### src/rtl/mmu_rx_rcmd_dispatch.sv
// MMU RX read-command dispatcher: spreads one read-command stream over DDR_NUM AXI4 AR channels
// by address hash or round-robin, with per-channel outstanding-burst credits and read-data timeouts.
module mmu_rx_rcmd_dispatch #(
  parameter int DDR_NUM     = 4,
  parameter int MAX_OUTS    = 8,
  parameter int ID_WTH      = 4,
  parameter int CHN_SEL_LSB = 34
) (
  input  logic                        clk_sys,
  input  logic                        rst_n,
  input  logic                        cmd_valid,
  output logic                        cmd_ready,
  input  logic [63:0]                 cmd_addr,
  input  logic [7:0]                  cmd_len,
  input  logic [ID_WTH-1:0]           cmd_id,
  output logic [ID_WTH*DDR_NUM-1:0]   axi4m_ddr_arid,
  output logic [64*DDR_NUM-1:0]       axi4m_ddr_araddr,
  output logic [8*DDR_NUM-1:0]        axi4m_ddr_arlen,
  output logic [3*DDR_NUM-1:0]        axi4m_ddr_arsize,
  output logic [DDR_NUM-1:0]          axi4m_ddr_arvalid,
  input  logic [DDR_NUM-1:0]          axi4m_ddr_arready,
  input  logic [DDR_NUM-1:0]          rlast_done,
  input  logic                        cfg_en,
  input  logic                        cfg_mode,
  input  logic [7:0]                  reg_timer_1us_cfg,
  input  logic [15:0]                 reg_tmout_us_cfg,
  input  logic                        cnt_reg_clr,
  output logic [4*DDR_NUM-1:0]        outs_cnt,
  output logic [DDR_NUM-1:0]          tmout_err,
  output logic [DDR_NUM-1:0]          undf_err
);

  localparam int SEL_W = (DDR_NUM > 1) ? $clog2(DDR_NUM) : 1;

  logic                active_q;
  logic [DDR_NUM-1:0]  hold_vld;
  logic [63:0]         hold_addr [DDR_NUM];
  logic [7:0]          hold_len  [DDR_NUM];
  logic [ID_WTH-1:0]   hold_id   [DDR_NUM];
  logic [3:0]          cnt_q     [DDR_NUM];
  logic [15:0]         us_cnt    [DDR_NUM];
  logic [7:0]          tick_cnt;
  logic                tick;
  logic [SEL_W-1:0]    rr_ptr;
  logic [SEL_W-1:0]    hash_tgt;
  logic [SEL_W-1:0]    rr_tgt;
  logic [SEL_W-1:0]    scan_idx;
  logic [SEL_W-1:0]    tgt;
  logic                rr_found;
  logic                accept;
  logic [DDR_NUM-1:0]  avail;
  logic [DDR_NUM-1:0]  ar_hs;

  // A channel can take a command only with an empty holding register and a free credit.
  always_comb begin
    avail = '0;
    for (int c = 0; c < DDR_NUM; c++) begin
      avail[c] = !hold_vld[c] && (cnt_q[c] < 4'(MAX_OUTS));
    end
  end

  always_comb begin
    rr_found = 1'b0;
    rr_tgt   = '0;
    scan_idx = '0;
    for (int i = 0; i < DDR_NUM; i++) begin
      scan_idx = SEL_W'((int'(rr_ptr) + i) % DDR_NUM);
      if (!rr_found && avail[scan_idx]) begin
        rr_found = 1'b1;
        rr_tgt   = scan_idx;
      end
    end
  end

  assign hash_tgt  = (DDR_NUM == 1) ? '0 : SEL_W'(int'(cmd_addr[CHN_SEL_LSB +: SEL_W]) % DDR_NUM);
  assign tgt       = cfg_mode ? rr_tgt : hash_tgt;
  assign cmd_ready = active_q & cfg_en & (cfg_mode ? rr_found : avail[hash_tgt]);
  assign accept    = cmd_valid & cmd_ready;
  assign ar_hs     = hold_vld & axi4m_ddr_arready;
  assign tick      = (tick_cnt == reg_timer_1us_cfg);
  assign axi4m_ddr_arvalid = hold_vld;

  always_comb begin
    axi4m_ddr_arid   = '0;
    axi4m_ddr_araddr = '0;
    axi4m_ddr_arlen  = '0;
    axi4m_ddr_arsize = '0;
    outs_cnt         = '0;
    for (int c = 0; c < DDR_NUM; c++) begin
      axi4m_ddr_arid[c*ID_WTH +: ID_WTH] = hold_id[c];
      axi4m_ddr_araddr[c*64 +: 64]       = hold_addr[c];
      axi4m_ddr_arlen[c*8 +: 8]          = hold_len[c];
      axi4m_ddr_arsize[c*3 +: 3]         = active_q ? 3'b110 : 3'b000;
      outs_cnt[c*4 +: 4]                 = cnt_q[c];
    end
  end

  always_ff @(posedge clk_sys or negedge rst_n) begin
    if (!rst_n) begin
      active_q  <= 1'b0;
      tick_cnt  <= '0;
      rr_ptr    <= '0;
      hold_vld  <= '0;
      tmout_err <= '0;
      undf_err  <= '0;
      for (int c = 0; c < DDR_NUM; c++) begin
        hold_addr[c] <= '0;
        hold_len[c]  <= '0;
        hold_id[c]   <= '0;
        cnt_q[c]     <= '0;
        us_cnt[c]    <= '0;
      end
    end else begin
      active_q <= 1'b1;
      tick_cnt <= tick ? 8'd0 : tick_cnt + 8'd1;
      if (accept && cfg_mode) begin
        rr_ptr <= (int'(tgt) == DDR_NUM - 1) ? '0 : tgt + 1'b1;
      end
      for (int c = 0; c < DDR_NUM; c++) begin
        if (ar_hs[c]) begin
          hold_vld[c] <= 1'b0;
        end
        if (accept && (tgt == SEL_W'(c))) begin
          hold_vld[c]  <= 1'b1;
          hold_addr[c] <= cmd_addr;
          hold_len[c]  <= cmd_len;
          hold_id[c]   <= cmd_id;
        end
        if (ar_hs[c] && !rlast_done[c]) begin
          cnt_q[c] <= cnt_q[c] + 4'd1;
        end else if (!ar_hs[c] && rlast_done[c] && (cnt_q[c] != 4'd0)) begin
          cnt_q[c] <= cnt_q[c] - 4'd1;
        end
        // The us counter saturates rather than wrapping so a stuck channel cannot re-arm silently.
        if (rlast_done[c] || (cnt_q[c] == 4'd0)) begin
          us_cnt[c] <= '0;
        end else if (tick && (us_cnt[c] != 16'hFFFF)) begin
          us_cnt[c] <= us_cnt[c] + 16'd1;
        end
        if ((reg_tmout_us_cfg != 16'd0) && (us_cnt[c] == reg_tmout_us_cfg)) begin
          tmout_err[c] <= 1'b1;
        end else if (cnt_reg_clr) begin
          tmout_err[c] <= 1'b0;
        end
        if (rlast_done[c] && !ar_hs[c] && (cnt_q[c] == 4'd0)) begin
          undf_err[c] <= 1'b1;
        end else if (cnt_reg_clr) begin
          undf_err[c] <= 1'b0;
        end
      end
    end
  end

endmodule

### config.mk
export PLATFORM = sky130hd
export DESIGN_NAME = mmu_rx_rcmd_dispatch
export DESIGN_NICKNAME = d
export VERILOG_FILES = /design/src/rtl/mmu_rx_rcmd_dispatch.sv
export SDC_FILE = /design/constraint.sdc
export NUM_CORES = 1
export LEC_CHECK = 0
export ABC_CLOCK_PERIOD_IN_PS = 2700
export BUFFER_PORTS_ARGS = -buffer_cell sky130_fd_sc_hd__buf_2
export CORE_MARGIN = 2
export CORE_UTILIZATION = 45
export CTS_CLUSTER_DIAMETER = 150
export CTS_CLUSTER_SIZE = 24
export DETAILED_ROUTE_END_ITERATION = 8
export PLACE_DENSITY = 0.72
export SYNTH_ARGS = -nofsm -noshare
export SYNTH_HDL_FRONTEND = slang
export SYNTH_SLANG_ARGS = --single-unit
export TNS_END_PERCENT = 20
### constraint.sdc
create_clock -name clk_sys -period 2.7 [get_ports clk_sys]
set_input_delay 0.54 -clock clk_sys [delete_from_list [all_inputs] [get_ports clk_sys]]
set_output_delay 0.54 -clock clk_sys [all_outputs]
set_load 0.05 [all_outputs]
After elaboration in Yosys (flattened, before gate mapping)
Cells that the tools add are included.
{"block": "word_totals", "elab_cells": 219, "regBits": 407, "inputBits": 114, "out_inout_bits": 345}
{"block": "op_classes", "n_lt_le_gt_ge": 9, "n_reduce_logical": 85, "add_sub_neg": 17, "n_eq_ne": 13, "n_mux": 56, "bitwise": 4}
{"op": "16-bit two-way mux", "n": 8}
{"op": "16-bit by 1-bit adder with 16-bit output, second input constant", "n": 4}
{"op": "16-bit equality test", "n": 4}
{"op": "16-bit inequality test, second input constant", "n": 4}
{"op": "2-bit nonzero test", "n": 20}
{"op": "1-bit logical AND", "n": 36}
{"op": "4-bit two-way mux", "n": 8}
{"op": "1-bit two-way mux", "n": 27}
{"op": "4-bit by 1-bit adder with 4-bit output, second input constant", "n": 4}
{"op": "4-bit logical NOT", "n": 4}
{"op": "4-bit < comparator, second input constant", "n": 4}
{"op": "16-bit nonzero test", "n": 1}
{"op": "4-bit nonzero test", "n": 4}
{"op": "4-bit by 1-bit subtractor with 4-bit output, second input constant", "n": 4}
{"op": "1-bit logical NOT", "n": 15}
{"op": "2-bit by 3-bit < comparator with 1-bit output, second input constant", "n": 5}
{"op": "2-bit two-way mux", "n": 6}
{"op": "1-bit binary-select mux with 2-bit select", "n": 5}
{"op": "8-bit by 1-bit adder with 8-bit output, second input constant", "n": 1}
{"op": "8-bit equality test", "n": 1}
{"op": "8-bit two-way mux", "n": 1}
{"op": "2-bit by 1-bit adder with 2-bit output, second input constant", "n": 2}
{"op": "2-bit adder, second input constant", "n": 2}
{"op": "4-bit bitwise AND", "n": 1}
{"op": "6 further kinds", "n": 13}

Longest topological paths before layout
{"block": "depth", "word_depth": 19, "ltp_mapped": 10}

Worst setup path after synthesis
OpenSTA, ideal clock, no wires.
{"block": "synth_timing", "path_kind": "reg2reg", "from": "register cnt_q, in the netlist outs_cnt[3]", "to": "register hold_addr, in the netlist axi4m_ddr_araddr[172]", "stages_incl_launch_ff": 11, "path_slack_ns": 0.182, "t_arrival_ns": 2.393, "required_time_ns": 2.575, "n_path_buf": 2, "period_less_slack_ns": 2.518, "path_cell_list": "dfrtp_1 > nor2_1 > a21o_1 > a21boi_0 > o22a_1 > mux2_2 > ha_1 > nand2_4 > buf_12 > buf_8 > mux2_2"}
{"block": "synth_via", "elab_chain_len": 18, "elab_cells_between_ends": 32}
{"element": "start: declaration", "line": "40", "source": "logic [3:0] cnt_q [DDR_NUM];"}
{"element": "start signal: indexed assignment", "line": "130", "source": "cnt_q[c] <= cnt_q[c] + 4'd1;"}
{"element": "start signal: indexed assignment", "line": "132", "source": "cnt_q[c] <= cnt_q[c] - 4'd1;"}
{"element": "4-bit < comparator *", "line": "58", "source": "avail[c] = !hold_vld[c] && (cnt_q[c] < 4'(MAX_OUTS));"}
{"element": "1-bit logical AND *", "line": "58"}
{"element": "1-bit binary-select mux with 2-bit select", "line": "68", "source": "if (!rr_found && avail[scan_idx]) begin"}
{"element": "1-bit two-way mux (implied by the code)", "line": "68"}
{"element": "1-bit two-way mux", "line": "68"}
{"element": "1-bit logical NOT", "line": "68"}
{"element": "1-bit logical AND", "line": "68"}
{"element": "1-bit two-way mux", "line": "68"}
{"element": "[... 2 more ...]"}
{"element": "1-bit two-way mux", "line": "68"}
{"element": "1-bit logical NOT", "line": "68"}
{"element": "1-bit logical AND", "line": "68"}
{"element": "1-bit two-way mux", "line": "68"}
{"element": "1-bit two-way mux", "line": "77", "source": "assign cmd_ready = active_q & cfg_en & (cfg_mode ? rr_found : avail[hash_tgt]);"}
{"element": "1-bit bitwise AND", "line": "77"}
{"element": "1-bit bitwise AND", "line": "78", "source": "assign accept = cmd_valid & cmd_ready;"}
{"element": "1-bit logical AND *", "line": "123", "source": "if (accept && (tgt == SEL_W'(c))) begin"}
{"element": "end signal: indexed assignment", "line": "125", "source": "hold_addr[c] <= cmd_addr;"}
{"element": "end: declaration", "line": "37", "source": "logic [63:0] hold_addr [DDR_NUM];"}
Every way passes the cells marked *; elsewhere a longest branch is shown, timed or not. The select of a mux whose other input is x is not followed.
A chain may end at the register's enable or synchronous reset.

Worst setup path after layout
{"block": "layout_timing", "from": "register cnt_q, in the netlist outs_cnt[7]", "to": "output cmd_ready"}
{"block": "layout_via", "elab_chain_len": 16, "elab_cells_between_ends": 24}
{"element": "4-bit < comparator *", "line": "58"}
{"element": "1-bit logical AND *", "line": "58"}
{"element": "1-bit binary-select mux with 2-bit select", "line": "68"}
{"element": "1-bit two-way mux (implied by the code)", "line": "68"}
{"element": "1-bit two-way mux", "line": "68"}
{"element": "1-bit logical NOT", "line": "68"}
{"element": "1-bit logical AND", "line": "68"}
{"element": "1-bit two-way mux", "line": "68"}
{"element": "1-bit logical NOT", "line": "68"}
{"element": "1-bit logical AND", "line": "68"}
{"element": "1-bit two-way mux", "line": "68"}
{"element": "1-bit logical NOT", "line": "68"}
{"element": "1-bit logical AND", "line": "68"}
{"element": "1-bit two-way mux", "line": "68"}
{"element": "1-bit two-way mux *", "line": "77"}
{"element": "1-bit bitwise AND *", "line": "77"}
{"element": "end: declaration", "line": "12", "source": "output logic cmd_ready,"}
Marked as above.

==> metrics.cfg <==
[die]
dieArea_sq_um=42100
fp-row-count=73
die_x_um=205
ioPinCount=459
initial_core_util=0.458
core_sq_um=39800
die_h_um=205

[finish]
multi_input_area_sq_um=7320
nNetsFinal=1961
area_delta_synth_final_pct=18.8
fillers=3466
layout_commonest_cell=buf_2
drive_gt1_frac=0.463
fin_cells=2356
most-common-layout-cells=452 x buf_2, 406 x dfrtp_1, 299 x mux2_2
regArea_sq_um=10200

[clock_tree]
clock-root-buffer=clkbuf_16
clock-sinks=407
cts_tree=built
clkLatencyLatePin_ps=560
clk_pin_slew_ps=100
cts_buffers=20
cts_max_level=1
clock_path_buffers=3

[placement]
gp_congestion=0.858
place.port_buffers=454
dp.final_hpwl_mm=37.1
dpl.cell_count=2325
post-place-ws_ps=123

[worst_setup_path]
slowest_stage=or4b_4
startpoint_type=register
path_cells=buf_4, o22ai_1, or4b_4, o2111a_2, buf_8
criticalPathCategory=register to primary output
cp.arrival_ps=2110
cp-end-kind=primary output
max_stage_delay_ps=520
worstPathRequired_ps=2160
crit_fanout=4

[yosys]
synth_cell_type_count=56
synth_area_sq_um=18200
synth_flop_cell=dfrtp_1
post_synth.cell_area_avg_sq_um=13.1
synth-edff-count=0
ys_ff_latch=407
syn-instance-count=1388
yosys-top-cells-area=dfrtp_1 56%, mux2_2 18%, xor2_1 3.8%
ys_async_sr_fraction=1.00
yosysSeqAreaShare=0.559
synth_top_area_cell=dfrtp_1
yosysWarnings=0
synth.top_cell.area_share=0.559

[detailed_routing]
drt-initial-drc-count=822
drc_errors=0
wl_per_cell_um=21.3
via_per_inst=5.51
drt.antenna.violating_nets=0
wl_mm=50.3
dr_total_vias=13000
first_pass_iters=7

[timing]
finalCriticalPeriod_ps=2650
setup_ws_ps=50.1
fmax_mhz=377
post-route-period-util=0.981
rsz0062_at_grt=yes
finClkSkew_ps=29.7
drv_slew=0
hold_violations=0
worst_slew_margin_rel=0.580
worst_slew_pin_slew_ps=623
setup_viol=0

[pwr]
p_per_area_nw_per_um2=1330
ir_worst_vdd_mv=1.16
leakage_uw=0.0106

[global_route]
grt_overflow=0
grt_pass1_vias=13300
antenna_found_initial=6
grt_pass1_wl_mm=77.5
grt_start_max_net_pins=88
grtUsageTotal=0.235

[flow_run]
maxCapViolations=0

[worst_hold_path]
hold_path.class=input pin to register

[status]
status=complete, no violations

==> metal layers <==
metal | wire length (um) | track usage | part of all wire | up-vias
met1 | 19800 | 0.297 | 0.39 | 6584
met4 | 1440 | 0.0701 | 0.029 | 2
met3 | 3650 | 0.0580 | 0.073 | 93
met5 | 11 | 0 | 0.00022 | -
met2 | 25400 | 0.398 | 0.50 | 445
li1 | - | - | - | 5853
==> final timing paths <==
check / start / to / slack (ps) / cells after the start
setup / recovery: outs_cnt[7]$_DFFE_PN0P_ / cmd_ready / 50 / 5
hold / removal: axi4m_ddr_arready[3] / axi4m_ddr_arvalid[3]$_DFFE_PN0P_ / 190 / 2
setup reg to reg: axi4m_ddr_arvalid[0]$_DFFE_PN0P_ / axi4m_ddr_arlen[25]$_DFFE_PN0P_ / 160 / 9
max in group asynchronous: rst_n / axi4m_ddr_araddr[146]$_DFFE_PN0P_ / 1310 / 4
min in group asynchronous: rst_n / us_cnt[42]$_DFFE_PN0P_ / 510 / 2
hold reg to reg: axi4m_ddr_araddr[201]$_DFFE_PN0P_ / axi4m_ddr_araddr[201]$_DFFE_PN0P_ / 490 / 1
==> cell type report <==
type                    instances  share of cell area
multi-input cells             871               0.338
clock buffers                  21              0.0233
repair buffers                504               0.133
flip-flops and latches        407               0.470
diodes                          5            0.000578
well taps                     525              0.0303
inverters                      22             0.00381
clock inverters                 1            0.000751
==> report_power, final <==
group          internal, uW  switching [uW]  total, uW
registers              8500            1430       9930
logic                  4040           11600      15600
clock network          1350            1930       3280
==> per-stage QoR <==
stage                     TNS [ps]  total power [uW]  hold slack (ps)   util  area, sq um
after floorplan                  0             21400              244      -        18200
after global placement           0             25300              471  0.529        21100
after detailed placement         0             25600              478  0.529        21100
after CTS                        0             29000              163  0.543        21600
after global routing         -30.1             30100              181  0.544        21700
final                            0             28800              188  0.544        21700
==> flip-flops by register name (all words and copies together) (netlist names) <==
signal,count
axi4m_ddr_araddr,256
us_cnt,64
axi4m_ddr_arlen,32
axi4m_ddr_arid,16
outs_cnt,16
tick_cnt,8
axi4m_ddr_arvalid,4
tmout_err,4
undf_err,4
rr_ptr,2
active_q,1
==> synthesized netlist by cell type, types with 6 or more instances <==
master and count:
a21oi_1 50, and2_1 6, and3_1 11, buf_2 12, buf_4 28, buf_8 11, clkbuf_1 33, dfrtp_1 407
ha_1 17, inv_1 22, mux2_1 16, mux2_2 299, mux2i_1 11, nand2_1 39, nand3_1 43, nand4_1 21
nor2_1 47, nor3_1 14, nor4_1 33, o21ai_0 23, o22ai_1 6, o31ai_1 27, or3_1 20, or4_1 27
xnor2_1 10, xor2_1 80
==> cell families after synthesis <==
kind of cell	count (synthesis)	synth area share
adder cells (fa/ha/maj)	21	0.0161
multiplexers	327	0.202
AO/OA/AOI/OAI	143	0.0504
flip-flops	407	0.559
other	2	0.000412
AND/OR/NAND/NOR	285	0.0885
buffers and inverters	113	0.0406
XOR/XNOR	90	0.0433
==> worst max-delay path, delay by kind of cell, from the launching register on <==
family	cells	cell delay, ps
AND/OR/NAND/NOR	1	520
flip-flops	1	390
AO/OA/AOI/OAI	2	350
buffers and inverters	2	310
==> what timing repair did <==
action	4_1_cts	5_1_grt
endpoints found under the hold margin	49	0
hold buffers	1	0
pin swaps	1	1
gates resized for setup	7	3
setup endpoints to repair	1	117
setup buffers	3	0
Power figures use the tool's default switching activity.
